<file path="config.mk">
export PLATFORM = sky130hd
export DESIGN_NAME = sraml_arbiter
export DESIGN_NICKNAME = d
export VERILOG_FILES = /design/src/rtl/sraml_pkg.sv /design/src/rtl/sraml_arb_pick.sv /design/src/rtl/sraml_arbiter.sv
export SDC_FILE = /design/constraint.sdc
export NUM_CORES = 1
export LEC_CHECK = 0
export BUFFER_PORTS_ARGS = -buffer_cell sky130_fd_sc_hd__buf_2
export CAP_MARGIN = 20
export CELL_PAD_IN_SITES_DETAIL_PLACEMENT = 0
export CELL_PAD_IN_SITES_GLOBAL_PLACEMENT = 1
export CORE_AREA = 2 2 119 121
export CTS_BUF_LIST = sky130_fd_sc_hd__clkbuf_8 sky130_fd_sc_hd__clkbuf_16
export DETAILED_ROUTE_END_ITERATION = 8
export DIE_AREA = 0 0 121 123
export PLACE_DENSITY_LB_ADDON = 0.1
export SLEW_MARGIN = 20
export SYNTH_ARGS = -nofsm -noshare
export SYNTH_HDL_FRONTEND = slang
export SYNTH_HIERARCHICAL = 1
export SYNTH_SLANG_ARGS = --single-unit
</file>
<file path="constraint.sdc">
create_clock -name clk -period 3.1 [get_ports clk]
set_input_delay 0 -clock clk [delete_from_list [all_inputs] [get_ports clk]]
set_output_delay 0 -clock clk [all_outputs]
set_load 0.02 [all_outputs]
</file>
<file path="src/rtl/sraml_pkg.sv">
// sraml_pkg: shared types for the SRAM-like bus arbiter.
// Holds the arbiter FSM state encoding, the bus-owner encoding and the
// transfer size codes used on the SRAM-like interface.
package sraml_pkg;

  typedef enum logic [1:0] {
    ST_IDLE = 2'd0,
    ST_ADDR = 2'd1,
    ST_DATA = 2'd2
  } state_e;

  typedef enum logic {
    OWN_INST = 1'b0,
    OWN_DATA = 1'b1
  } owner_e;

  localparam logic [1:0] SIZE_B = 2'd0;
  localparam logic [1:0] SIZE_H = 2'd1;
  localparam logic [1:0] SIZE_W = 2'd2;

endpackage

</file>
<file path="src/rtl/sraml_arb_pick.sv">
// sraml_arb_pick: combinational grant selection between the instruction and
// data masters. With SRAML_ARB_RR_EN defined, simultaneous requests alternate
// (the master not granted last wins); otherwise data always beats instruction.
module sraml_arb_pick
  import sraml_pkg::*;
(
  input  logic   inst_req,
  input  logic   data_req,
  input  owner_e last_grant,
  output logic   grant_valid,
  output owner_e grant_owner
);

`ifndef SRAML_ARB_RR_EN
  // Fixed priority never looks at the grant history.
  logic unused_last_grant_s;
  assign unused_last_grant_s = last_grant;
`endif

  // Pick a winner from the current requests.
  always_comb begin
    grant_valid = inst_req | data_req;
    grant_owner = OWN_DATA;
    if (inst_req && data_req) begin
`ifdef SRAML_ARB_RR_EN
      grant_owner = (last_grant == OWN_INST) ? OWN_DATA : OWN_INST;
`else
      grant_owner = OWN_DATA;
`endif
    end else if (inst_req) begin
      grant_owner = OWN_INST;
    end else begin
      grant_owner = OWN_DATA;
    end
  end

endmodule

</file>
<file path="src/rtl/sraml_arbiter.sv">
// sraml_arbiter: two-master (inst/data), one-slave SRAM-like bus arbiter.
// One transaction outstanding; the grant is held from request until the
// slave's data_ok, and data_ok is routed back only to the granted master.
// Optional build macro: SRAML_ARB_RR_EN (round-robin on simultaneous requests).
module sraml_arbiter
  import sraml_pkg::*;
(
  input  logic        clk,
  input  logic        rst,
  input  logic        inst_req,
  input  logic        inst_wr,
  input  logic [1:0]  inst_size,
  input  logic [31:0] inst_addr,
  input  logic [31:0] inst_wdata,
  output logic [31:0] inst_rdata,
  output logic        inst_addr_ok,
  output logic        inst_data_ok,
  input  logic        data_req,
  input  logic        data_wr,
  input  logic [1:0]  data_size,
  input  logic [31:0] data_addr,
  input  logic [31:0] data_wdata,
  output logic [31:0] data_rdata,
  output logic        data_addr_ok,
  output logic        data_data_ok,
  output logic        req,
  output logic        wr,
  output logic [1:0]  size,
  output logic [31:0] addr,
  output logic [31:0] wdata,
  input  logic [31:0] rdata,
  input  logic        addr_ok,
  input  logic        data_ok
);

  state_e state_r;
  state_e state_nxt_s;
  owner_e owner_r;
  owner_e last_r;
  logic   pick_valid_s;
  owner_e pick_owner_s;
  owner_e sel_owner_s;
  logic   fwd_s;

  sraml_arb_pick u_pick (
    .inst_req    (inst_req),
    .data_req    (data_req),
    .last_grant  (last_r),
    .grant_valid (pick_valid_s),
    .grant_owner (pick_owner_s)
  );

  // FSM state register.
  always_ff @(posedge clk) begin
    if (rst) begin
      state_r <= ST_IDLE;
    end else begin
      state_r <= state_nxt_s;
    end
  end

  // Latch owner and grant history whenever a fresh grant is made in IDLE.
  always_ff @(posedge clk) begin
    if (rst) begin
      owner_r <= OWN_DATA;
      last_r  <= OWN_INST;
    end else if ((state_r == ST_IDLE) && pick_valid_s) begin
      owner_r <= pick_owner_s;
      last_r  <= pick_owner_s;
    end
  end

  // Next-state logic: track address and data handshakes of the granted master.
  always_comb begin
    state_nxt_s = state_r;
    case (state_r)
      ST_IDLE: begin
        if (pick_valid_s && addr_ok && data_ok) begin
          state_nxt_s = ST_IDLE;
        end else if (pick_valid_s && addr_ok) begin
          state_nxt_s = ST_DATA;
        end else if (pick_valid_s) begin
          state_nxt_s = ST_ADDR;
        end else begin
          state_nxt_s = ST_IDLE;
        end
      end
      ST_ADDR: begin
        if (addr_ok && data_ok) begin
          state_nxt_s = ST_IDLE;
        end else if (addr_ok) begin
          state_nxt_s = ST_DATA;
        end else begin
          state_nxt_s = ST_ADDR;
        end
      end
      ST_DATA: begin
        if (data_ok) begin
          state_nxt_s = ST_IDLE;
        end else begin
          state_nxt_s = ST_DATA;
        end
      end
      default: begin
        state_nxt_s = ST_IDLE;
      end
    endcase
  end

  // Output logic: forward the granted master's request and route handshakes back.
  always_comb begin
    sel_owner_s  = (state_r == ST_IDLE) ? pick_owner_s : owner_r;
    fwd_s        = 1'b0;
    req          = 1'b0;
    wr           = 1'b0;
    size         = 2'd0;
    addr         = 32'd0;
    wdata        = 32'd0;
    inst_rdata   = rdata;
    data_rdata   = rdata;
    case (state_r)
      ST_IDLE: fwd_s = pick_valid_s;
      ST_ADDR: fwd_s = (owner_r == OWN_INST) ? inst_req : data_req;
      ST_DATA: fwd_s = 1'b0;
      default: fwd_s = 1'b0;
    endcase
    if (fwd_s && (sel_owner_s == OWN_INST)) begin
      req   = 1'b1;
      wr    = inst_wr;
      size  = inst_size;
      addr  = inst_addr;
      wdata = inst_wdata;
    end else if (fwd_s) begin
      req   = 1'b1;
      wr    = data_wr;
      size  = data_size;
      addr  = data_addr;
      wdata = data_wdata;
    end else begin
      req   = 1'b0;
    end
    inst_addr_ok = addr_ok & fwd_s & (sel_owner_s == OWN_INST);
    data_addr_ok = addr_ok & fwd_s & (sel_owner_s == OWN_DATA);
    // In IDLE only a same-cycle grant can own data_ok; a stray one is dropped.
    inst_data_ok = data_ok &
                   (((state_r != ST_IDLE) && (owner_r == OWN_INST)) ||
                    ((state_r == ST_IDLE) && pick_valid_s && (pick_owner_s == OWN_INST)));
    data_data_ok = data_ok &
                   (((state_r != ST_IDLE) && (owner_r == OWN_DATA)) ||
                    ((state_r == ST_IDLE) && pick_valid_s && (pick_owner_s == OWN_DATA)));
  end

endmodule

</file>
==> Word-level counts from Yosys, hierarchy flattened <==
Cells that the tools add are included.
Widths: inputs -> output; s select.
{ "word_totals": {"out_inout_bits": 136, "rom_bits": 0, "ram_bits": 0, "in_bits": 172, "latch_bits": 0, "word_cells": 49, "regBits": 3, "memories": 0} }
{ "classes": {"n_shift": 0, "bitwise_logic": 9, "muxes": 22, "reduce_logical": 14, "n_addsub": 0, "eq_ne": 2, "div_mod_pow": 0, "n_mul": 0, "n_lt_le_gt_ge": 0} }
{ "ops": {"columns": ["cell", "n"], "rows": [
  ["$mux 32", 4],
  ["$mux 2", 7],
  ["$logic_and 1x1->1", 10],
  ["$mux 1", 9],
  ["$pmux 2 s3", 1],
  ["$and 1x1->1", 5],
  ["$not 1->1", 3],
  ["$eq 2x1->1 const B", 1],
  ["$eq 2x2->1 const B", 1],
  ["$logic_not 2->1", 1],
  ["$logic_or 1x1->1", 2],
  ["$pmux 1 s2", 1],
  ["$reduce_bool 2->1", 1],
  ["$or 1x1->1", 1]
]} }

==> Longest topological paths before layout <==
Gate-level depths: netlist of the first run.
{ "logic_depth": {"word_depth": 6, "mapped_depth": 7, "depth_no_buf": 4} }

==> Modules after synthesis <==
The synthesis of the first run kept the hierarchy.
{ "modules_own_cells": {"columns": ["module", "instances", "area_per_inst_um2", "seq_area_each_um2", "cells_per_inst"], "rows": [
  ["sraml_arbiter", 1, 2209.6, 80.1, 334],
  ["sraml_arb_pick", 1, 12.5, 0.0, 2]
]} }

==> Worst setup path before layout of the first run <==
No wires, ideal clock.
{ "synth_path": {"path_kind": "flip-flop to output port", "startpoint": "register owner_r", "endpoint": "output port addr[10]", "t_arrival_ps": 1398, "setup_slack_ps": 1702, "stages_incl_launch_ff": 6, "required_ps": 3100, "n_path_buf": 2, "cell_sequence": "dfxtp_1 > mux2i_1 > a211o_1 > buf_4 > buf_6 > a21oi_1"} }
{ "synth_between": {"elab_chain_len": 4, "elab_cells_between_ends": 7, "classes_between": "mux: 5; bitwise: 1; reduce/logical: 1"} }
{ "synth_lines": {"columns": ["item", "line", "rtl"], "rows": [
  ["from (decl)", "sraml_arbiter.sv:38", "owner_e owner_r;"],
  ["from (signal assigned)", "sraml_arbiter.sv:68", "owner_r <= pick_owner_s;"],
  ["$mux 1 (on tied branches)", "sraml_arbiter.sv:123, sraml_arbiter.sv:112", null],
  ["$pmux 1 s2 or $not 1->1 (tied branches)", "sraml_arbiter.sv:121, sraml_arbiter.sv:127", null],
  ["$mux 32 or $logic_and 1x1->1 (tied branches)", "sraml_arbiter.sv:133, sraml_arbiter.sv:127", null],
  ["$mux 32 (*)", "sraml_arbiter.sv:127", "if (fwd_s && (sel_owner_s == OWN_INST)) begin"],
  ["to (decl)", "sraml_arbiter.sv:29", "output logic [31:0] addr,"]
]} }
Every way passes the cells marked *; elsewhere a longest branch is shown, timed or not.

==> Worst setup path in the final report of the first run <==
{ "layout_path": {"startpoint": "register state_r[0]", "endpoint": "output port addr[2]"} }
{ "layout_between": {"elab_chain_len": 5, "elab_cells_between_ends": 8, "classes_between": "eq/ne: 1; mux: 4; bitwise: 1; reduce/logical: 2"} }
{ "layout_lines": {"columns": ["item", "line", "rtl"], "rows": [
  ["from (decl)", "sraml_arbiter.sv:36", "state_e state_r;"],
  ["from (signal assigned)", "sraml_arbiter.sv:58", "state_r <= state_nxt_s;"],
  ["parallel branches: the longest is 4 deep, another holds $mux 32", null, null],
  ["$mux 32 (*)", "sraml_arbiter.sv:127", null]
]} }
Every way passes the cells marked *.

==> results of run 1 <==
## what timing repair did
item	4_1_cts	5_1_grt
hold buffers	3	0
buffers inserted	0	0
hold endpoints to repair	2	0
resized for setup	0	0
## final cells by class
| type | count | area share [%] |
|---|---|---|
| multi-input cells | 226 | 47.3 |
| clock buffers | 3 | 2.54 |
| clock inverters | 1 | 0.127 |
| repair buffers | 221 | 40.2 |
| well taps | 180 | 7.62 |
| inverters | 1 | 0.127 |
| flip-flops and latches | 3 | 2.03 |
## flip-flops by register name, summed over array words and instances (netlist names)
| signal | count |
|---|---|
| owner_r | 1 |
| state_r | 2 |
## final timing paths
check	to	cells past startpoint	from	slack [ns]
hold reg to reg	state_r[0]	1	state_r[1]	0.73
hold / removal	inst_rdata[26]	0	rdata[26]	0.000009
setup / recovery	addr[2]	5	state_r[0]	0.90
setup reg to reg	state_r[1]	4	state_r[0]	1.32
## through the flow
stage / total power [mW] / instance area [um2] / instances / utilization [%] / hold slack, ns
final: 1.01 / 2950 / 635 / 21.7 / 0.00000883
after global routing: 1.09 / 2950 / 635 / 21.7 / 0.0000474
after floorplan: 0.671 / 2190 / 333 / - / 0.0759
after global placement: 0.828 / 2850 / 628 / 20.9 / 0.000200
after CTS: 1.03 / 2950 / 635 / 21.7 / 0.000200
after detailed placement: 0.821 / 2850 / 628 / 20.9 / 0.000200
## routing by layer
layer  vias to the layer above  global-route usage (%)
met4                         0                    2.54
li1                       1363                       -
met2                       148                    21.6
met1                      1281                    12.5
met5                         -                       0
met3                        11                    3.37
## power breakdown
part	internal (mW)	leakage [nW]	switching, mW
Clock	0.166	0.0423	0.0358
Combinational	0.278	1.32	0.483
Sequential	0.0415	0.0248	0.00720
Total	0.486	1.39	0.526
## worst max-delay path: stages (launching register included)
cell and delay (ns):
dfxtp_1 0.57, o21a_2 0.63, buf_12 0.27, o21ai_0 0.11, a21oi_1 0.19, buf_2 0.19
==> run metrics, run 1 <==
status=finished clean; Worst EP required=3.10 ns; die area=14900 um2; io pins=308; maximum vdd drop=0.140 mV; commonest non-fill, non-tap cell in the layout=buf_2; worst skew pair latency=0.22 ns; Power Density=343 nW/um2; Vias/cell=4.41; Worst-path clk slew=0.03 ns; Total GRT Usage=11.4%; Synth Instances=333; clock skew=0.00256 ns; Tmin final=2.20 ns; CTS tree=yes; fin nets=628; wire length on met3=921 um; f_max=454 MHz; Routed WL per cell=14.8 um; actual slew at the worst max-slew pin=0.628 ns; RSZ-0062 raised after global routing=no; largest net degree at the start of global routing=45; Core Footprint=13600 um2; Setup crit end kind=output pin; Final setup viols=0; P&R area growth vs syn=35.1%; worst setup slack after layout=0.896 ns; pre-CTS setup slack=1.11 ns; crit path DAT=2.20 ns; Hold Path Class=primary input to output pin; Syn Nets=505; DR iter-0 viols=87; antenna violations before repair=0; kind of critical path=flip-flop to output pin; area of the multi-input gates=1400 um2; met2 wire length=4990 um; Die Height=123 um; Syn Std Cell Area=2190 um2; Pleak=1.39 nW; post-route antenna net violation count=0; # rows=43; Max Cap Viol=0; critical path launch point type=flip-flop; first-pass GRT wire length=13800 um; Final Hold Vio Count=0; fillers=1578; clock tree buffer depth=2; total clock sinks=3; Setup TNS Final=0 ns; Root Buffer=clkbuf_16; Detailed Routing Iterations Pass 1=6; DP HPWL=6720 um; total gr overflow=0; antenna diode count=0; DR vias=2803; Rel. slew slack=58.2%; M1 wire length=3400 um; max layer used=met4; TritonCTS Buffers=3; Ys Warns=6; share of cells above drive strength 1=60.2%; Max FO, Critical Path=36; Synth Area per Inst=6.57 um2; Die W=121 um; Final Wtd Congestion=0.727; Final Max Tran Viols=0; period utilization=71.1%; detailed-route DRC error count=0; WL final=9410 um; number of global-route vias before repair=2685; Register Area=60.1 um2; Initial Utilization=16.1%; most frequent cells in the layout=211 x buf_2, 67 x o21ai_0, 49 x nand3_1; Clock H-tree levels=1; buffers added on ports=211
Note: power is estimated with default switching activity, not from simulation.
==> run 2: changes to the inputs <==
ABC_AREA = 1   (was unset)
CORE_AREA = unset   (was 2 2 119 121)
CORE_ASPECT_RATIO = 0.6   (was unset)
CORE_UTILIZATION = 17   (was unset)
DIE_AREA = unset   (was 0 0 121 123)
clock period = 2.1 ns   (was 3.1 ns; I/O delays follow)
==> run 2 against run 1 <==
  * Cell count is 21% higher
  * Synthesized area grew 1.7%
  * Sequential power up 36%
  * Critical path type unchanged
  * Die area is 8.9% lower
  * Sequential cell count unchanged
  * Critical endpoint is now addr[16]
==> run metrics, run 2 <==
die area=13600 um2; share of cells above drive strength 1=38.0%; Synth Instances=469; Worst EP required=2.10 ns; RR Endpoint=state_r[0]; worst-path cell chain=inv_2 > nand2_2 > nand2_1 > nand2_2 > buf_4 > nor2_1 > nor2_1 > buf_2; Reg2Reg Depth=4; Hold Crit Start=rdata[30]; Die W=150 um; fillers=1503; Register Area=60.1 um2; buffers added on ports=211; worst skew pair latency=0.23 ns; critical path launch point type=flip-flop; Net Switching=0.692 mW; io pins=308; Power, Total=1.36 mW; final instance area=3000 um2; Hold-fix buffers, CTS=2; Total GRT Usage=11.6%; largest net degree at the start of global routing=42; Power Density=454 nW/um2; TritonCTS Buffers=3; Ys Warns=6; Worst-path clk slew=0.03 ns; Clk pwr share=22.1%; r2r setup slk=0.78 ns; total clock sinks=3; Root Buffer=clkbuf_16; final non-filler cell total=767; Cells on Worst Hold Path=0; Util after Layout=24.2%; f_max=579 MHz; Int Power=0.671 mW; # rows=31; fin nets=775; Final Max Tran Viols=0; Final setup viols=0; Final Wtd Congestion=0.759; first-pass GRT wire length=13000 um; Hold Path Class=primary input to output pin; worst flop-to-flop path startpoint=state_r[1]; period utilization=82.2%; status=finished clean; CTS tree=yes; most frequent cells in the layout=211 x buf_2, 139 x nor2_1, 79 x nand2_1; Setup TNS Final=0 ns; area of the multi-input gates=1240 um2; Clock H-tree levels=1; Rel. slew slack=70.8%; PostCTS Resize Cnt=0; number of global-route vias before repair=2702; Setup crit end kind=output pin; crit path DAT=1.73 ns; Sw Share=50.8%; Largest stage delay, worst path=0.42 ns; placed insts=761; Worst path slowest cell=dfxtp_1; antenna diode count=0; Seq pwr share=4.8%; Detailed Routing Iterations Pass 1=4; dpl cell area=2900 um2; Syn Std Cell Area=2220 um2; Largest regs=state_r: 2 flops, owner_r: 1 flops; Top reg by flops=state_r; commonest non-fill, non-tap cell in the layout=buf_2; DP HPWL=6640 um; max FFs per register=2; Max Cap Viol=0; worst setup slack after layout=0.374 ns; DR iter-0 viols=65; pre-CTS setup slack=0.590 ns; detailed-route DRC error count=0; final hold slack=0.00000973 ns; post-CTS setup buffers=0; kind of critical path=flip-flop to output pin; combinational fraction of design power=73.0%; Initial Utilization=17.9%; DR vias=2986; Core Footprint=12400 um2; Routed WL per cell=10.9 um; Vias/cell=3.89; maximum vdd drop=0.257 mV; WL final=8350 um; Syn Nets=641; Max FO, Critical Path=41; Synth Area per Inst=4.74 um2; Pleak=2.18 nW; clock skew=0.00240 ns; RSZ-0062 raised after global routing=no; Tmin final=1.73 ns; total gr overflow=0; antenna violations before repair=0; Hold Path Sink=data_rdata[30]; clock tree buffer depth=2; Die Height=90.6 um; Final Hold Vio Count=0; P&R area growth vs syn=34.9%; actual slew at the worst max-slew pin=0.438 ns; post-route antenna net violation count=0
[run 2: worst max-delay path by stage]
stage                     from            to  slack, ns  depth (start not counted)
floorplan           state_r[0]  inst_data_ok       0.78                          6
CTS                 state_r[1]      addr[16]       0.35                          8
finish              state_r[1]      addr[16]       0.37                          8
global route        state_r[1]      wdata[8]       0.18                          7
global placement    state_r[1]      wdata[6]       0.59                          7
detailed placement  state_r[1]       addr[2]       0.59                          7
[run 2: final cells by class]
type	instances	share of cell area, %
clock buffer	3	2.50
clock inverter	1	0.125
inverter	75	9.38
multi-input combinational	299	41.2
sequential	3	2.00
tap	165	6.88
timing repair buffer	221	37.9
[run 2: routing by layer]
layer  global-route usage, %  wire [um]  up-vias
li1                        -          -     1583
met1                    15.2       3760     1242
met2                    18.9       3630      153
met3                    3.74        929        8
met4                    1.35         33        0
met5                       0          0        -
[run 2: power by group through the flow]
stage               registers, mW  clock network [mW]  logic [mW]
CTS                        0.0659               0.305        1.02
global placement           0.0665                   0        1.02
detailed placement         0.0666                   0        1.01
global route               0.0665               0.312        1.12
floorplan                  0.0656                   0       0.825
finish                     0.0660               0.301       0.995
[run 2: critical path: cells and delay by family, from the launching register on]
family	cells	cell delay [ns]
DFF	1	0.42
and+or+nand+nor	5	0.43
buffers and inverters	3	0.61
==> run 3: changes to the inputs <==
ABC_AREA = 0   (was 1)
CORE_UTILIZATION = 18   (was 17)
clock period = 1.7 ns   (was 2.1 ns; I/O delays follow)
==> run 3 against run 2 <==
  * The flow now finishes with violations (negative hold slack)
  * Critical path depth fell by 1
  * Critical endpoint is now addr[14]
  * Die area is 7.0% lower
  * Power increased by 60%
  * Core utilization up 5.7 points
  * Largest cell class is now non-clock buffers
  * First-iteration DRC count fell by 34%
  * Via count is 2.8% lower
  * Register-to-register slack got worse by 0.68 ns
==> run metrics, run 3 (same netlist as run 1, synthesis figures left out) <==
Final Hold Vio Count=1; clock tree buffer depth=2; Vias/cell=4.57; f_max=599 MHz; antenna diode count=0; DR vias=2902; total clock sinks=3; DP HPWL=7240 um; Routed WL per cell=15.9 um; final non-filler cell total=635; Hold Path Sink=state_r[0]; Top reg by flops=state_r; most frequent cells in the layout=153 x buf_2, 58 x buf_4, 48 x nand3_1; violated checks=negative hold slack; Power Density=633 nW/um2; Reg2Reg Depth=4; Die Height=87.4 um; dpl cell area=2920 um2; CTS tree=yes; placed insts=620; fin nets=648; detailed-route DRC error count=0; crit path DAT=1.67 ns; Detailed Routing Iterations Pass 1=4; Final Max Tran Viols=0; TritonCTS Buffers=3; # rows=30; io pins=308; Cells on Worst Hold Path=2; status=complete, but fails checks; number of global-route vias before repair=2700; buffers added on ports=211; period utilization=98.3%; Max FO, Critical Path=13; Pleak=1.59 nW; WL final=10100 um; kind of critical path=flip-flop to output pin; Final setup viols=0; actual slew at the worst max-slew pin=0.319 ns; Hold Path Class=primary input to flip-flop; worst flop-to-flop path startpoint=state_r[1]; max FFs per register=2; Rel. slew slack=78.4%; Largest regs=state_r: 2 flops, owner_r: 1 flops; commonest non-fill, non-tap cell in the layout=buf_2; Worst-path clk slew=0.03 ns; share of cells above drive strength 1=63.8%; clock skew=0.00389 ns; Die W=144 um; Core Footprint=11600 um2; die area=12600 um2; Worst EP required=1.70 ns; final hold slack=-0.00264 ns; DR iter-0 viols=43; RR Endpoint=state_r[1]; largest net degree at the start of global routing=35; antenna violations before repair=0; CP startpoint=state_r[0]; Final Wtd Congestion=0.735; post-route antenna net violation count=0; Total GRT Usage=14.2%; Tmin final=1.67 ns; Max Cap Viol=0; critical path launch point type=flip-flop; maximum vdd drop=0.303 mV; Clock H-tree levels=1; Hold Crit Start=addr_ok; total gr overflow=0; Setup crit end kind=output pin; r2r setup slk=0.10 ns; first-pass GRT wire length=14100 um; final instance area=3450 um2; P&R area growth vs syn=57.8%; pre-CTS setup slack=0.164 ns; Initial Utilization=18.9%; worst setup slack after layout=0.0294 ns; Root Buffer=clkbuf_16; RSZ-0062 raised after global routing=yes; worst skew pair latency=0.23 ns
==> run 3: worst max-delay path by stage <==
stage	end	depth (start not counted)
after global routing	addr[7]	7
after detailed placement	addr[11]	6
after CTS	wdata[4]	6
after global placement	addr[30]	6
final	addr[14]	7
after floorplan	addr[10]	5
==> run 3: stage by stage <==
stage               setup TNS, ns  utilization (%)  total power [mW]  hold slack [ns]
finish                          0             29.9              2.18         -0.00264
floorplan                       0                -              1.22           0.0759
detailed placement              0             25.3              1.54         0.000200
global placement                0             25.3              1.55         0.000200
CTS                             0             27.0              1.97         0.000200
global route                -1.53             29.9              2.33        0.0000863
==> run 3: final cells by class <==
type	instances	area, um2
inverters	1	3.75
clock inverters	1	3.75
well taps	160	200
clock buffers	3	75.1
flip-flops and latches	3	62.6
multi-input cells	226	1430
fillers	1370	8110
repair buffers	241	1670
==> run 3: power breakdown <==
group / switching (mW) / internal (mW) / leakage [nW]
sequential: 0.00443 / 0.0764 / 0.0255
combinational: 0.963 / 0.766 / 1.53
clock: 0.0699 / 0.304 / 0.0423
total: 1.04 / 1.15 / 1.59
==> run 3: routing by layer <==
layer	up-vias	part of all wire, %	track usage [%]
met5	-	0	0
met4	0	0.86	3.16
met3	13	9.4	4.89
met2	129	48	24.7
met1	1349	41	16.9
li1	1411	-	-
==> run 3: repair_timing <==
action,CTS,global route
setup buffers,0,3
cloned,1,4
setup endpoints to repair,41,68
endpoints found under the hold margin,2,0
hold buffers,3,0
pin swaps,5,20
resized for setup,17,107
==> run 3: critical path, cell delays in order, from the launching register on <==
cell and delay (ns):
dfxtp_2 0.32, buf_6 0.13, nor3b_4 0.21, buf_6 0.21, clkbuf_16 0.19, o21ai_0 0.11
a21oi_2 0.15, buf_4 0.14
